**config.mk**
```make
export PLATFORM = sky130hd
export DESIGN_NAME = video_sig_gen
export DESIGN_NICKNAME = d
export VERILOG_FILES = /design/src/rtl/video_sig_gen.sv
export SDC_FILE = /design/constraint.sdc
export NUM_CORES = 1
export LEC_CHECK = 0
export BUFFER_PORTS_ARGS = -buffer_cell sky130_fd_sc_hd__buf_2
export CORE_ASPECT_RATIO = 0.5
export CORE_MARGIN = 10
export CORE_UTILIZATION = 40
export CTS_CLUSTER_SIZE = 20
export DETAILED_ROUTE_END_ITERATION = 8
export PLACE_DENSITY_LB_ADDON = 0.05
export SYNTH_ARGS = -nofsm -noshare
export SYNTH_HDL_FRONTEND = slang
export SYNTH_SLANG_ARGS = --single-unit
```
**constraint.sdc**
```tcl
create_clock -name clk_in -period 2.9 [get_ports clk_in]
set_clock_uncertainty 0.1 [all_clocks]
set_input_delay 0.145 -clock clk_in [delete_from_list [all_inputs] [get_ports clk_in]]
set_output_delay 0.145 -clock clk_in [all_outputs]
set_load 0.05 [all_outputs]
```
**src/rtl/video_sig_gen.sv**
```systemverilog
// Video timing generator: raster position counters plus registered sync,
// active-draw, new-frame and frame-count outputs, all aligned to one pixel.
module video_sig_gen #(
  parameter int ACTIVE_H_PIXELS = 1280,
  parameter int H_FRONT_PORCH   = 110,
  parameter int H_SYNC_WIDTH    = 40,
  parameter int H_BACK_PORCH    = 220,
  parameter int ACTIVE_LINES    = 720,
  parameter int V_FRONT_PORCH   = 5,
  parameter int V_SYNC_WIDTH    = 5,
  parameter int V_BACK_PORCH    = 20,
  parameter int FPS             = 60
) (
  input  logic        clk_in,
  input  logic        rst_in,
  output logic [10:0] hcount_out,
  output logic [9:0]  vcount_out,
  output logic        hs_out,
  output logic        vs_out,
  output logic        ad_out,
  output logic        nf_out,
  output logic [5:0]  fc_out
);

  localparam int H_TOTAL = ACTIVE_H_PIXELS + H_FRONT_PORCH + H_SYNC_WIDTH + H_BACK_PORCH;
  localparam int V_TOTAL = ACTIVE_LINES + V_FRONT_PORCH + V_SYNC_WIDTH + V_BACK_PORCH;

  localparam logic [10:0] H_LAST      = 11'(H_TOTAL - 1);
  localparam logic [10:0] H_ACT       = 11'(ACTIVE_H_PIXELS);
  localparam logic [10:0] H_SYNC_BEG  = 11'(ACTIVE_H_PIXELS + H_FRONT_PORCH);
  localparam logic [10:0] H_SYNC_END  = 11'(ACTIVE_H_PIXELS + H_FRONT_PORCH + H_SYNC_WIDTH);
  localparam logic [9:0]  V_LAST      = 10'(V_TOTAL - 1);
  localparam logic [9:0]  V_ACT       = 10'(ACTIVE_LINES);
  localparam logic [9:0]  V_SYNC_BEG  = 10'(ACTIVE_LINES + V_FRONT_PORCH);
  localparam logic [9:0]  V_SYNC_END  = 10'(ACTIVE_LINES + V_FRONT_PORCH + V_SYNC_WIDTH);
  localparam logic [5:0]  FC_LAST     = 6'(FPS - 1);

  // ST_IDLE: reset just released, next edge presents (0,0); ST_RUN: advancing.
  typedef enum logic {ST_IDLE, ST_RUN} state_t;

  state_t      state_reg, state_next;
  logic [10:0] h_reg, h_next;
  logic [9:0]  v_reg, v_next;
  logic        hs_reg, hs_next;
  logic        vs_reg, vs_next;
  logic        ad_reg, ad_next;
  logic        nf_reg, nf_next;
  logic [5:0]  fc_reg, fc_next;

  always_ff @(posedge clk_in or posedge rst_in) begin
    if (rst_in) begin
      state_reg <= ST_IDLE;
    end else begin
      state_reg <= state_next;
    end
  end

  // Next position and its decode; outputs are registered from these so every
  // output describes the position being presented in the same cycle.
  always_comb begin
    state_next = state_reg;
    h_next     = '0;
    v_next     = '0;

    case (state_reg)
      ST_IDLE: begin
        state_next = ST_RUN;
      end
      ST_RUN: begin
        if (h_reg == H_LAST) begin
          h_next = '0;
          v_next = (v_reg == V_LAST) ? 10'd0 : v_reg + 10'd1;
        end else begin
          h_next = h_reg + 11'd1;
          v_next = v_reg;
        end
      end
      default: begin
        state_next = ST_IDLE;
      end
    endcase

    ad_next = (h_next < H_ACT) && (v_next < V_ACT);
    hs_next = (h_next >= H_SYNC_BEG) && (h_next < H_SYNC_END);
    vs_next = (v_next >= V_SYNC_BEG) && (v_next < V_SYNC_END);
    nf_next = (state_reg == ST_RUN) && (h_next == H_ACT) && (v_next == V_ACT);

    fc_next = fc_reg;
    if (nf_next) begin
      fc_next = (fc_reg == FC_LAST) ? 6'd0 : fc_reg + 6'd1;
    end
  end

  always_ff @(posedge clk_in or posedge rst_in) begin
    if (rst_in) begin
      h_reg  <= '0;
      v_reg  <= '0;
      hs_reg <= 1'b0;
      vs_reg <= 1'b0;
      ad_reg <= 1'b0;
      nf_reg <= 1'b0;
      fc_reg <= '0;
    end else begin
      h_reg  <= h_next;
      v_reg  <= v_next;
      hs_reg <= hs_next;
      vs_reg <= vs_next;
      ad_reg <= ad_next;
      nf_reg <= nf_next;
      fc_reg <= fc_next;
    end
  end

  assign hcount_out = h_reg;
  assign vcount_out = v_reg;
  assign hs_out     = hs_reg;
  assign vs_out     = vs_reg;
  assign ad_out     = ad_reg;
  assign nf_out     = nf_reg;
  assign fc_out     = fc_reg;

endmodule

```
==> Yosys cells after proc, flatten, opt, wreduce, memory -nomap -nowiden <==
Cells that the tools add are included.
{ "totals": {"regBits": 32, "in_bits": 2, "output_inout_bits": 31, "word_cells": 33} }
{ "classes": {"n_addsub": 3, "magnitude_cmp": 6, "eq_ne": 5, "muxes": 6, "n_reduce_logical": 5} }
{ "ops": {"columns": ["cell", "count"], "rows": [
  ["10-bit 2-to-1 mux", 3],
  ["11-bit == test, second input constant", 2],
  ["11-bit less-than comparator, second input constant", 2],
  ["11-bit 2-to-1 mux", 2],
  ["10-bit == test, second input constant", 2],
  ["10-bit less-than comparator, second input constant", 2],
  ["11-bit by 1-bit adder with 11-bit output, second input constant", 1],
  ["11-bit greater-or-equal comparator, second input constant", 1],
  ["10-bit by 1-bit adder with 10-bit output, second input constant", 1],
  ["10-bit greater-or-equal comparator, second input constant", 1],
  ["6-bit by 1-bit adder with 6-bit output, second input constant", 1],
  ["6-bit == test, second input constant", 1],
  ["6-bit 2-to-1 mux", 1],
  ["1-bit logical AND", 5]
]} }

==> Logic depth before layout (Yosys ltp) <==
Gate-level depths: netlist of the first run.
{ "logic_depth": {"depth_word": 6, "depth_mapped": 11} }

==> Least setup slack after synthesis of the first run <==
Ideal clock, no wire load.
{ "synth_path": {"path_kind": "register -> register", "from": "register h_reg[0] (netlist: hcount_out[0])", "to": "register fc_reg[2] (netlist: fc_out[2])", "setup_ns": 0.125, "arrival_ns": 2.617, "path_slack_ns": 0.058, "path_stages_with_launch": 10, "n_path_buf": 1, "path_cell_list": "dfrtp_1 > ha_1 > nand3_2 > or3_1 > a21boi_2 > o2111a_1 > and4_1 > buf_6 > nand3_2 > mux2_4"} }
{ "synth_via": {"elab_chain_cells": 6, "elab_cells_between_ends": 10, "cone_classes": "add/sub (1); eq/ne (3); mux (4); reduce/logical (2)"} }
{ "synth_rtl": {"columns": ["element", "line", "rtl"], "rows": [
  ["from (decl)", "42", "logic [10:0] h_reg, h_next;"],
  ["from (signal assigned)", "104", "h_reg <= h_next;"],
  ["11-bit by 1-bit adder with 11-bit output / 11-bit == test (equally long branches)", "74, 70", null],
  ["11-bit 2-to-1 mux *", "70", "if (h_reg == H_LAST) begin"],
  ["11-bit 2-to-1 mux *", "65", "case (state_reg)"],
  ["named net h_next[8]", "42", null],
  ["11-bit == test *", "86", "nf_next = (state_reg == ST_RUN) && (h_next == H_ACT) && (v_next == V_ACT);"],
  ["1-bit logical AND * (2 in a row)", "86", null],
  ["to (signal assigned)", "110", "fc_reg <= fc_next;"],
  ["to (decl)", "48", "logic [5:0] fc_reg, fc_next;"]
]} }
The timed path passes the listed nets; every way through them passes the cells marked *.
A chain may end at the register's enable or synchronous reset.

==> Worst setup path after layout of the first run <==
{ "layout_path": {"from": "register h_reg[0] (netlist: hcount_out[0])", "to": "register fc_reg[1] (netlist: fc_out[1])"} }
{ "layout_via": {"elab_chain_cells": 6, "elab_cells_between_ends": 10, "cone_classes": "add/sub (1); eq/ne (3); mux (4); reduce/logical (2)"} }
{ "layout_rtl": {"columns": ["element", "line"], "rows": [
  ["11-bit by 1-bit adder with 11-bit output / 11-bit == test (equally long branches)", "74, 70"],
  ["11-bit 2-to-1 mux", "70"],
  ["11-bit 2-to-1 mux", "65"],
  ["11-bit == test", "86"],
  ["1-bit logical AND", "86"],
  ["1-bit logical AND *", "86"]
]} }
Every way passes the cells marked *; elsewhere a longest branch is shown, timed or not.

==> metrics.md, run 1 <==
| Metric | Value |
|---|---|
| Run status | finished, final reports clean |
| Setup violation total in the final timing report | 0 |
| Die Outline Area | 8460 um^2 |
| Final Instance Count excl. Fillers | 326 |
| Clock net sink count | 32 |
| Nets in the synthesized netlist | 216 |
| Cell area reported after detailed placement | 2280 um^2 |
| Standard cell core area | 4910 um^2 |
| First DRT Iteration DRCs | 121 |
| Number of enable-type register cells in the synthesized netlist | 0 |
| Synth Cell Area | 2020 um^2 |
| Detail Route Antenna Nets | 0 |
| Crit Path Max Fanout | 7 |
| Clock transition at the registers of the reported paths | 0.07 ns |
| Number of placement rows | 18 |
| Number of register bits inferred by synthesis | 32 |
| Maximum achievable frequency | 372 MHz |
| Detailed Routing Iterations Pass 1 | 4 |
| Routed met3 length | 259 um |
| I/O Pins | 33 |
| Critical path cell sequence | ha_1, nor3b_4, and3_1, a31oi_1, o21ai_0, and4_2, nand2_2, mux2_4 |
| Startpoint-to-endpoint class of the critical path | reg2reg |
| Routed via count divided by cell count | 5.28 |
| Max-slew headroom at the worst pin | 0.581 |
| Total routing resource utilization after global routing | 0.126 |
| Mean routed wirelength per cell | 15.8 um |
| Final instance area | 2400 um^2 |
| Worst hold slack | 0.385 ns |
| Die Width | 120 um |
| P per Cell Area | 365 nW/um^2 |
| Most frequent cells in the layout | dfrtp_1, buf_2, nor2_1 |
| Slowest stage delay, CP | 0.46 ns |
| Element type at the critical path start | flop |
| Highest routing layer actually used | met4 |
| Max clock buf depth | 2 |
| Largest net degree at the start of global routing | 18 |
| Number of different library cells in the post-synthesis netlist | 52 |
| Gr ovfl total | 0 |
| Leakage | 1.16 nW |
| Tcrit/Tclk final | 0.926 |
| Maxcap violations | 0 |
| Routed Wire Length | 5.16 mm |
| Worst path top cell family by delay | simple AND/OR/NAND/NOR gates |
| Half-perimeter wire length after placement | 3.97 mm |
| Setup TNS | 0 ns |
| Buf+Inv Stages, Crit Path | 0 |
| WL met1 | 2.61 mm |
| Final Max Slew Viols | 0 |
| Placed Instances | 316 |
| Number of I/O port buffers | 32 |
| Mean area per synthesized cell | 9.66 um^2 |
| Crit. End Element | flop |
| CTS Buf Count | 5 |
| Vertical die dimension | 70.2 um |
| Post-layout nets | 262 |
| Endpoint required time on the critical path | 2.96 ns |
| Htree depth | 2 |
| Unrepaired setup endpoints after global routing | false |
| Clock period minus worst slack | 2.69 ns |
| Synth-to-Final Area Change | 18.6% |
| Count of yosys warnings during synthesis | 0 |
| Largest register FFs | 11 |
| Number of diodes added for antenna fixing | 0 |
| Synthesized netlist cell count | 209 |
| Slowest stage cell on the critical path | dfrtp_1 |
| Fraction of final layout cells with drive strength greater than 1 | 0.285 |
| Clk_lat worst skew | 0.28 ns |
| Clk Tree Root Cell | clkbuf_8 |
| Vias | 1720 |
| Via count of the first global-routing pass | 1721 |
| Async S/R FF share, synth | 1.00 |
| Sequential element share of the synthesized area | 0.397 |
| Pin slew with the least headroom to its limit | 0.620 ns |
| Endpoint arrival time on the critical path | 2.75 ns |
| Global-route wire length before repair | 8.83 mm |
| DRC errors left | 0 |
| Initial Utilization | 0.411 |
| Total met2 wirelength after detailed routing | 2.28 mm |
| Max VDD drop | 0.192 mV |
| Placer Congestion | 0.900 |
| Commonest register cell after synthesis | dfrtp_1 |
| HP Class | in2async |
| Final hold vios | 0 |
| Initial antenna violation count | 0 |
| TritonCTS clock tree | built |
-- final cells by class --
cell class | count | area, um^2
Sequential cell | 32 | 801
Multi-Input combinational cell | 161 | 1110
Inverter | 9 | 33.8
Clock inverter | 2 | 10.0
Timing Repair Buffer | 46 | 268
Clock buffer | 6 | 82.6
Tap cell | 70 | 87.6
Fill cell | 507 | 2510
-- tightest hold or removal path, delay by kind of cell --
family                 cells  cell delay, ns
buffers and inverters      3            1.11
-- synthesized netlist by cell type, types with 2 or more instances --
cell / instances / area, um^2
xnor2_1: 12 / 105
and2_1: 3 / 18.8
xor2_1: 5 / 43.8
or2_2: 2 / 12.5
dfrtp_1: 32 / 801
o21a_1: 2 / 15.0
nand3_1: 6 / 30.0
and3_1: 8 / 50.1
a31o_2: 2 / 17.5
and4b_1: 2 / 20.0
mux2_4: 3 / 45.0
a311oi_1: 2 / 17.5
a21oi_1: 5 / 25.0
nand2_1: 16 / 60.1
nor4_1: 3 / 18.8
inv_1: 9 / 33.8
ha_1: 5 / 62.6
o211a_1: 4 / 40.0
o21ai_0: 11 / 55.1
nor3_1: 5 / 25.0
nand4_1: 7 / 43.8
nand3_2: 2 / 20.0
nor2_1: 25 / 93.8
buf_6: 6 / 67.6
a31oi_1: 5 / 31.3
-- final timing paths --
kind / start / to / slack [ns] / cells past startpoint
worst min-delay path: rst_in / ad_out$_DFF_PP0_ / 0.39 / 3
worst max-delay path: hcount_out[0]$_DFF_PP0_ / fc_out[1]$_DFFE_PP0P_ / 0.21 / 8
worst max register to register: hcount_out[0]$_DFF_PP0_ / fc_out[1]$_DFFE_PP0P_ / 0.21 / 8
worst min register to register: fc_out[4]$_DFFE_PP0P_ / fc_out[4]$_DFFE_PP0P_ / 0.44 / 1
min in group clk_in: fc_out[4]$_DFFE_PP0P_ / fc_out[4]$_DFFE_PP0P_ / 0.44 / 1
max in group asynchronous: rst_in / hcount_out[2]$_DFF_PP0_ / 1.65 / 4
-- kinds of logic after synthesis --
kind of cell | after synthesis | share of synthesized area
adder cells (fa/ha/maj) | 5 | 0.0310
AO/OA/AOI/OAI | 43 | 0.156
AND/OR/NAND/NOR | 92 | 0.266
flip-flops | 32 | 0.397
other | 1 | 0.00186
XOR/XNOR | 17 | 0.0737
buffers and inverters | 16 | 0.0527
multiplexers | 3 | 0.0223
-- routing by layer --
metal / vias to the layer above / global-route usage
li1: 849 / -
met1: 832 / 0.177
met2: 36 / 0.186
met3: 3 / 0.0361
met4: 0 / 0.0253
met5: - / 0
-- per-stage QoR --
step | worst slack, ns | power (mW) | utilization
after floorplan | 0.0578 | 0.511 | -
after global placement | 0.202 | 0.529 | 0.465
after detailed placement | 0.159 | 0.529 | 0.465
after CTS | 0.125 | 0.888 | 0.486
after global routing | 0.0339 | 0.919 | 0.488
final | 0.214 | 0.874 | 0.488
-- repair_timing --
item / 4_1_cts / 5_1_grt
gates resized for setup: 0 / 1
setup endpoints to repair: 0 / 4
hold buffers: 1 / 0
hold endpoints to repair: 16 / 0
setup buffers: 0 / 1
-- where the power goes --
group          switching (mW)  internal [mW]  total [mW]  leakage (nW)
Sequential            0.00692          0.450       0.457         0.437
Clock                   0.162          0.189       0.351        0.0510
Combinational          0.0448         0.0208      0.0656         0.671
Total                   0.213          0.660       0.874          1.16
No activity file was read; power rests on OpenSTA's default activity.
==> run 2: changes to the inputs <==
--- a/config.mk
+++ b/config.mk
@@ -11,6 +11,7 @@
 export CORE_UTILIZATION = 40
 export CTS_CLUSTER_SIZE = 20
 export DETAILED_ROUTE_END_ITERATION = 8
+export MAX_ROUTING_LAYER = met4
 export PLACE_DENSITY_LB_ADDON = 0.05
 export SYNTH_ARGS = -nofsm -noshare
 export SYNTH_HDL_FRONTEND = slang
==> metrics.md, run 2 (same netlist as run 1, synthesis figures left out) <==
| Metric | Value |
|---|---|
| Startpoint-to-endpoint class of the critical path | reg2reg |
| Element type at the critical path start | flop |
| Most frequent cells in the layout | dfrtp_1, buf_2, nor2_1 |
| Worst path top cell family by delay | simple AND/OR/NAND/NOR gates |
| Clock net sink count | 32 (unchanged) |
| Crit. End Element | flop |
| Clk_lat worst skew | 0.28 ns (about the same) |
| Critical path cell sequence | ha_1, nor3b_4, and3_1, a31oi_1, o21ai_0, and4_2, nand2_2, mux2_4 |
| Clk Tree Root Cell | clkbuf_8 |
| Switching component of the power | 0.213 mW (about the same) |
| Post-layout nets | 262 (unchanged) |
| Pin slew with the least headroom to its limit | 0.648 ns (+0.0278 ns) |
| Clock share of power | 0.401 (about the same) |
| Vias | 1718 (-0.12%) |
| Routed Wire Length | 5.15 mm (-0.21%) |
| DRC errors left | 0 (unchanged) |
| Switching part of the total power | 0.244 (about the same) |
| Detailed Routing Iterations Pass 1 | 4 (unchanged) |
| Combinational fraction of design power | 0.075 (about the same) |
| Setup violation total in the final timing report | 0 (unchanged) |
| Largest register FFs | 11 (unchanged) |
| Setup TNS | 0 ns (unchanged) |
| Sequential fraction of design power | 0.523 (about the same) |
| Largest net degree at the start of global routing | 18 (unchanged) |
| Detail Route Antenna Nets | 0 (unchanged) |
| Synth-to-Final Area Change | 18.6% (unchanged) |
| Endpoint arrival time on the critical path | 2.75 ns (about the same) |
| Number of I/O port buffers | 32 (unchanged) |
| Slowest stage delay, CP | 0.46 ns (about the same) |
| Number of diodes added for antenna fixing | 0 (unchanged) |
| Maximum achievable frequency | 373 MHz (about the same) |
| Routed via count divided by cell count | 5.27 (-0.12%) |
| Global-route wire length before repair | 8.82 mm (about the same) |
| Max VDD drop | 0.192 mV (about the same) |
| Clock transition at the registers of the reported paths | 0.07 ns (about the same) |
| Die Outline Area | 8460 um^2 (unchanged) |
| Half-perimeter wire length after placement | 3.97 mm (unchanged) |
| Final instance area | 2400 um^2 (unchanged) |
| Fraction of final layout cells with drive strength greater than 1 | 0.285 (unchanged) |
| Run status | finished, final reports clean |
| First DRT Iteration DRCs | 110 (-9.1%) |
| Gr ovfl total | 0 (unchanged) |
| Maxcap violations | 0 (unchanged) |
| Cell area reported after detailed placement | 2280 um^2 (unchanged) |
| Clock period minus worst slack | 2.68 ns (-0.00198 ns) |
| Number of placement rows | 18 (unchanged) |
| Endpoint required time on the critical path | 2.96 ns (about the same) |
| Crit Path Max Fanout | 7 (unchanged) |
| Vertical die dimension | 70.2 um (unchanged) |
| Internal power consumption | 0.660 mW (about the same) |
| Die Width | 120 um (unchanged) |
| Htree depth | 2 (unchanged) |
| Slowest stage cell on the critical path | dfrtp_1 |
| Mean routed wirelength per cell | 15.8 um (-0.21%) |
| Total routing resource utilization after global routing | 0.130 (+0.00349) |
| Initial antenna violation count | 0 (unchanged) |
| Max-slew headroom at the worst pin | 0.563 (-0.0188) |
| Leakage | 1.16 nW (unchanged) |
| Placer Congestion | 0.915 (+1.7%) |
| I/O Pins | 33 (unchanged) |
| Final Max Slew Viols | 0 (unchanged) |
| Total power | 0.874 mW (about the same) |
| HP Class | in2async |
| Tcrit/Tclk final | 0.926 (about the same) |
| Initial Utilization | 0.411 (unchanged) |
| TritonCTS clock tree | built |
| Unrepaired setup endpoints after global routing | false |
| Standard cell core area | 4910 um^2 (unchanged) |
| Max clock buf depth | 2 (unchanged) |
| Via count of the first global-routing pass | 1723 (+0.12%) |
| Buf+Inv Stages, Crit Path | 0 (unchanged) |
| CTS Buf Count | 5 (unchanged) |
| Final hold vios | 0 (unchanged) |
| P per Cell Area | 365 nW/um^2 (about the same) |
## run 2: cell counts in the layout (fill, tap and decap cells not counted)
Identical to the previous run, type by type.
## run 2: area by class of cell
| type | count | area, um^2 |
|---|---|---|
| repair buffers | 46 | 268 |
| inverters | 9 | 33.8 |
| multi-input cells | 161 | 1110 |
| flip-flops and latches | 32 | 801 |
| clock inverters | 2 | 10.0 |
| fillers | 507 | 2510 |
| well taps | 70 | 87.6 |
| clock buffers | 6 | 82.6 |
## run 2: path summary, 6_finish.rpt
| path | from | depth (start not counted) | slack [ns] | end |
|---|---|---|---|---|
| setup / recovery | hcount_out[0]$_DFF_PP0_ | 8 | 0.22 | fc_out[1]$_DFFE_PP0P_ |
| hold / removal | rst_in | 3 | 0.39 | ad_out$_DFF_PP0_ |
| setup reg to reg | hcount_out[0]$_DFF_PP0_ | 8 | 0.22 | fc_out[1]$_DFFE_PP0P_ |
| hold reg to reg | fc_out[4]$_DFFE_PP0P_ | 1 | 0.44 | fc_out[4]$_DFFE_PP0P_ |
| max in group asynchronous | rst_in | 4 | 1.65 | hcount_out[2]$_DFF_PP0_ |
| min in group clk_in | fc_out[4]$_DFFE_PP0P_ | 1 | 0.44 | fc_out[4]$_DFFE_PP0P_ |
## run 2: what timing repair did
item,4_1_cts,5_1_grt
hold endpoints to repair,16,0
hold buffers,1,0
setup buffers,0,1
gates resized for setup,0,1
endpoints found under the setup margin,0,4
## run 2: through the flow
step | hold WS (ns) | std cells | setup WS [ns] | util
6_report | 0.386 | 326 | 0.216 | 0.488
5_1_grt | 0.466 | 326 | 0.0339 | 0.488
4_1_cts | 0.406 | 325 | 0.125 | 0.486
3_5_place_dp | 0.163 | 316 | 0.159 | 0.465
3_3_place_gp | 0.151 | 316 | 0.202 | 0.465
2_1_floorplan | 0.161 | 209 | 0.0578 | -
## run 2: worst min-delay path, stage by stage
cell and delay (ns):
dlygate4sd3_1 0.53, buf_2 0.12, inv_1 0.46
## run 2: routing by layer
layer,up-vias,global-route usage,wire length [um],part of all wire
met4,0,0.0253,17,0.0033
met3,3,0.0345,241,0.047
li1,851,-,-,-
met5,-,-,0,0
met2,32,0.186,2290,0.44
met1,832,0.178,2600,0.51
## run 2: power by group through the flow
stage	clock, mW	sequential [mW]	combinational (mW)
4_1_cts	0.366	0.457	0.0653
5_1_grt	0.388	0.457	0.0741
3_3_place_gp	0	0.465	0.0638
3_5_place_dp	0	0.466	0.0640
2_1_floorplan	0	0.476	0.0350
6_report	0.351	0.457	0.0656
==> run 3: changes to the inputs <==
--- a/config.mk
+++ b/config.mk
@@ -5,8 +5,8 @@
 export SDC_FILE = /design/constraint.sdc
 export NUM_CORES = 1
 export LEC_CHECK = 0
+export ABC_AREA = 1
 export BUFFER_PORTS_ARGS = -buffer_cell sky130_fd_sc_hd__buf_2
-export CORE_ASPECT_RATIO = 0.5
 export CORE_MARGIN = 10
 export CORE_UTILIZATION = 40
 export CTS_CLUSTER_SIZE = 20
==> metrics.md, run 3 <==
| Metric | Value |
|---|---|
| Synth Cell Area | 2120 um^2 (+4.8%) |
| Buffers inserted by post-CTS timing repair | 0 (unchanged) |
| Initial antenna violation count | 0 (unchanged) |
| Detailed Routing Iterations Pass 1 | 4 (unchanged) |
| Clock transition at the registers of the reported paths | 0.07 ns (about the same) |
| CTS Buf Count | 5 (unchanged) |
| Endpoint arrival time on the critical path | 2.36 ns (-0.39 ns) |
| Largest family of logic cells by synthesized area | simple AND/OR/NAND/NOR gates |
| Number of different library cells in the post-synthesis netlist | 28 (-46%) |
| Largest net degree at the start of global routing | 33 (+15) |
| Most frequent cells in the layout | nand2_1, inv_1, nand3_1, dfrtp_1, buf_2 |
| Largest area contributor in the synthesized netlist | dfrtp_1 |
| Setup violation total in the final timing report | 0 (unchanged) |
| Proportion of synthesized area in mux cells | 0 (-0.0223) |
| Synth-to-Final Area Change | 16.4% |
| Synth top cells by count | nand2_1, inv_1, dfrtp_1, nand3_1, nor2_1 |
| Number of register bits inferred by synthesis | 32 (unchanged) |
| Placer Congestion | 0.836 (-8.6%) |
| Count of yosys warnings during synthesis | 0 (unchanged) |
| Post-layout nets | 348 (+33%) |
| Max-slew headroom at the worst pin | 0.668 (+0.105) |
| Number of placement rows | 26 (+8) |
| P per Cell Area | 356 nW/um^2 (-2.5%) |
| Maximum achievable frequency | 438 MHz (+17%) |
| Commonest register cell after synthesis | dfrtp_1 |
| Synthesized netlist cell count | 301 (+44%) |
| Number of enable-type register cells in the synthesized netlist | 0 (unchanged) |
| TritonCTS clock tree | built |
| Number of diodes added for antenna fixing | 0 (unchanged) |
| Total met2 wirelength after detailed routing | 2.33 mm (+1.9%) |
| Standard cell core area | 5110 um^2 (+4.0%) |
| Switching component of the power | 0.215 mW (+0.83%) |
| WL met1 | 2.61 mm (+0.27%) |
| Final hold vios | 0 (unchanged) |
| Simple-Gate Fraction of Synth Area | 0.428 (+0.162) |
| Die Width | 92.7 um (-23%) |
| Fraction of synthesized cell area taken by the top area cell type | 0.378 (-0.0181) |
| Fraction of final layout cells with drive strength greater than 1 | 0.205 (-0.0805) |
| Adder and majority gate portion of the synthesized area | 0.0296 (-0.00141) |
| HP Class | in2async |
| Global-route wire length before repair | 9.05 mm (+2.6%) |
| Endpoint required time on the critical path | 2.98 ns (+0.02 ns) |
| Leakage | 1.39 nW (+20%) |
| Post-synthesis compound-gate area fraction | 0.0438 (-0.112) |
| Max VDD drop | 0.302 mV (+57%) |
| Sequential fraction of design power | 0.520 (-0.003) |
| Mean area per synthesized cell | 7.03 um^2 (-27%) |
| Clock period minus worst slack | 2.28 ns (-0.399 ns) |
| Routed Wire Length | 5.25 mm (+1.9%) |
| Final Max Slew Viols | 0 (unchanged) |
| DRC errors left | 0 (unchanged) |
| Clock net sink count | 32 (unchanged) |
| Initial Utilization | 0.414 (+0.00294) |
| Total routing resource utilization after global routing | 0.133 (+0.00334) |
| Crit. End Element | flop |
| Maxcap violations | 0 (unchanged) |
| Crit Path Max Fanout | 11 (+4) |
| Via count of the first global-routing pass | 1873 (+8.7%) |
| Detail Route Antenna Nets | 0 (unchanged) |
| Switching part of the total power | 0.246 (+0.00138) |
| Vertical die dimension | 92.7 um (+32%) |
| Die Outline Area | 8600 um^2 (+1.6%) |
| Clk_lat worst skew | 0.28 ns (about the same) |
| Vias | 1896 (+10%) |
| Commonest non-fill, non-tap cell in the layout | nand2_1 |
| Gr ovfl total | 0 (unchanged) |
| Pin slew with the least headroom to its limit | 0.494 ns (-0.154 ns) |
| Total power | 0.876 mW (+0.26%) |
| Internal power consumption | 0.661 mW (about the same) |
| Most frequent cell after synthesis | nand2_1 |
| Clock share of power | 0.404 (+0.003) |
| Unrepaired setup endpoints after global routing | false |
| I/O Pins | 33 (unchanged) |
| Routed met3 length | 260 um (+7.9%) |
| Nets in the synthesized netlist | 308 (+43%) |
| Mean routed wirelength per cell | 12.7 um (-19%) |
| Startpoint-to-endpoint class of the critical path | reg2reg |
| Highest routing layer actually used | met4 |
| Half-perimeter wire length after placement | 4.14 mm (+4.1%) |
| Async S/R FF share, synth | 1.00 (unchanged) |
| Post-CTS resize count | 0 (unchanged) |
| Clk Tree Root Cell | clkbuf_8 |
| Run status | finished, final reports clean |
| Element type at the critical path start | flop |
| Max clock buf depth | 2 (unchanged) |
| Number of I/O port buffers | 32 (unchanged) |
| Combinational fraction of design power | 0.076 (about the same) |
| CTS Hold Buffers Added | 1 (unchanged) |
| Top cells by area, synth | dfrtp_1, nand2_1, inv_1, nand3_1, nor2_1 |
| Sequential element share of the synthesized area | 0.378 (-0.0181) |
| Tcrit/Tclk final | 0.788 (-0.138) |
| Htree depth | 2 (unchanged) |
| Largest register FFs | 11 (unchanged) |
| Post-synthesis xor/xnor area fraction | 0.0207 (-0.0530) |
| First DRT Iteration DRCs | 93 (-15%) |
| Routed via count divided by cell count | 4.60 (-13%) |
| Setup TNS | 0 ns (unchanged) |
run 3: cell count changes after synthesis, moves of 4 or more:
| cell | before | now |
|---|---|---|
| a31oi_1 | 5 | 1 |
| and3_1 | 8 | 0 |
| buf_6 | 6 | 1 |
| inv_1 | 9 | 43 |
| inv_2 | 0 | 8 |
| nand2_1 | 16 | 88 |
| nand3_1 | 6 | 32 |
| nand4_1 | 7 | 12 |
| nor2_1 | 25 | 31 |
| nor2_2 | 0 | 7 |
| nor2_4 | 0 | 4 |
| o211a_1 | 4 | 0 |
| xnor2_1 | 12 | 1 |
run 3: metrics by stage:
stage / instance area [um^2] / util / std cells / hold WS [ns] / setup slack (ns)
CTS: 2460 / 0.482 / 412 / 0.401 / 0.594
finish: 2460 / 0.482 / 412 / 0.395 / 0.615
global route: 2460 / 0.482 / 412 / 0.433 / 0.372
floorplan: 2120 / - / 301 / 0.161 / 0.558
global placement: 2360 / 0.463 / 403 / 0.157 / 0.661
detailed placement: 2360 / 0.463 / 403 / 0.159 / 0.616
run 3: power by group through the flow:
stage          clock (mW)  combinational (mW)  sequential [mW]
2_1_floorplan           0              0.0376            0.475
3_3_place_gp            0              0.0677            0.463
3_5_place_dp            0              0.0669            0.463
4_1_cts             0.371              0.0682            0.455
5_1_grt             0.390              0.0743            0.456
6_report            0.354              0.0666            0.455
run 3: worst max-delay path, cell delays in order (launching register included):
cell,delay (ns)
dfrtp_1,0.41
inv_1,0.07
ha_1,0.15
inv_1,0.05
nor2_1,0.11
nand3_2,0.10
nor2_4,0.22
nor2_2,0.12
nand2_1,0.07
nand2_1,0.10
nor2_1,0.12
nand2_1,0.09
nor2_4,0.18
nand3_4,0.14
nand2_1,0.09
nand2_1,0.05
run 3: worst paths after layout:
check / cells past startpoint / to / startpoint / slack [ns]
worst min-delay path: 4 / nf_out$_DFF_PP0_ / rst_in / 0.39
worst min register to register: 2 / fc_out[1]$_DFFE_PP0P_ / fc_out[1]$_DFFE_PP0P_ / 0.43
worst max-delay path: 15 / fc_out[3]$_DFFE_PP0P_ / hcount_out[1]$_DFF_PP0_ / 0.62
worst max register to register: 15 / fc_out[3]$_DFFE_PP0P_ / hcount_out[1]$_DFF_PP0_ / 0.62
max in group asynchronous: 4 / hcount_out[7]$_DFF_PP0_ / rst_in / 2.01
min in group clk_in: 2 / fc_out[1]$_DFFE_PP0P_ / fc_out[1]$_DFFE_PP0P_ / 0.43
run 3: layout make-up:
| class | count | area (um^2) |
|---|---|---|
| fill | 531 | 2640 |
| multi-input combinational | 216 | 1110 |
| clock buffer | 8 | 90.1 |
| inverter | 51 | 191 |
| timing repair buffer | 35 | 185 |
| sequential | 32 | 801 |
| tap | 70 | 87.6 |
run 3: kinds of logic after synthesis:
| family | after synthesis |
|---|---|
| flip-flops | 32 |
| XOR/XNOR | 5 |
| AO/OA/AOI/OAI | 17 |
| buffers and inverters | 53 |
| AND/OR/NAND/NOR | 188 |
| other | 1 |
| adder cells (fa/ha/maj) | 5 |
run 3: metal layers:
metal,up-vias,GRT usage
met2,35,0.199
met3,4,0.0412
met1,840,0.169
li1,1017,-
met5,-,-
met4,0,0.0373
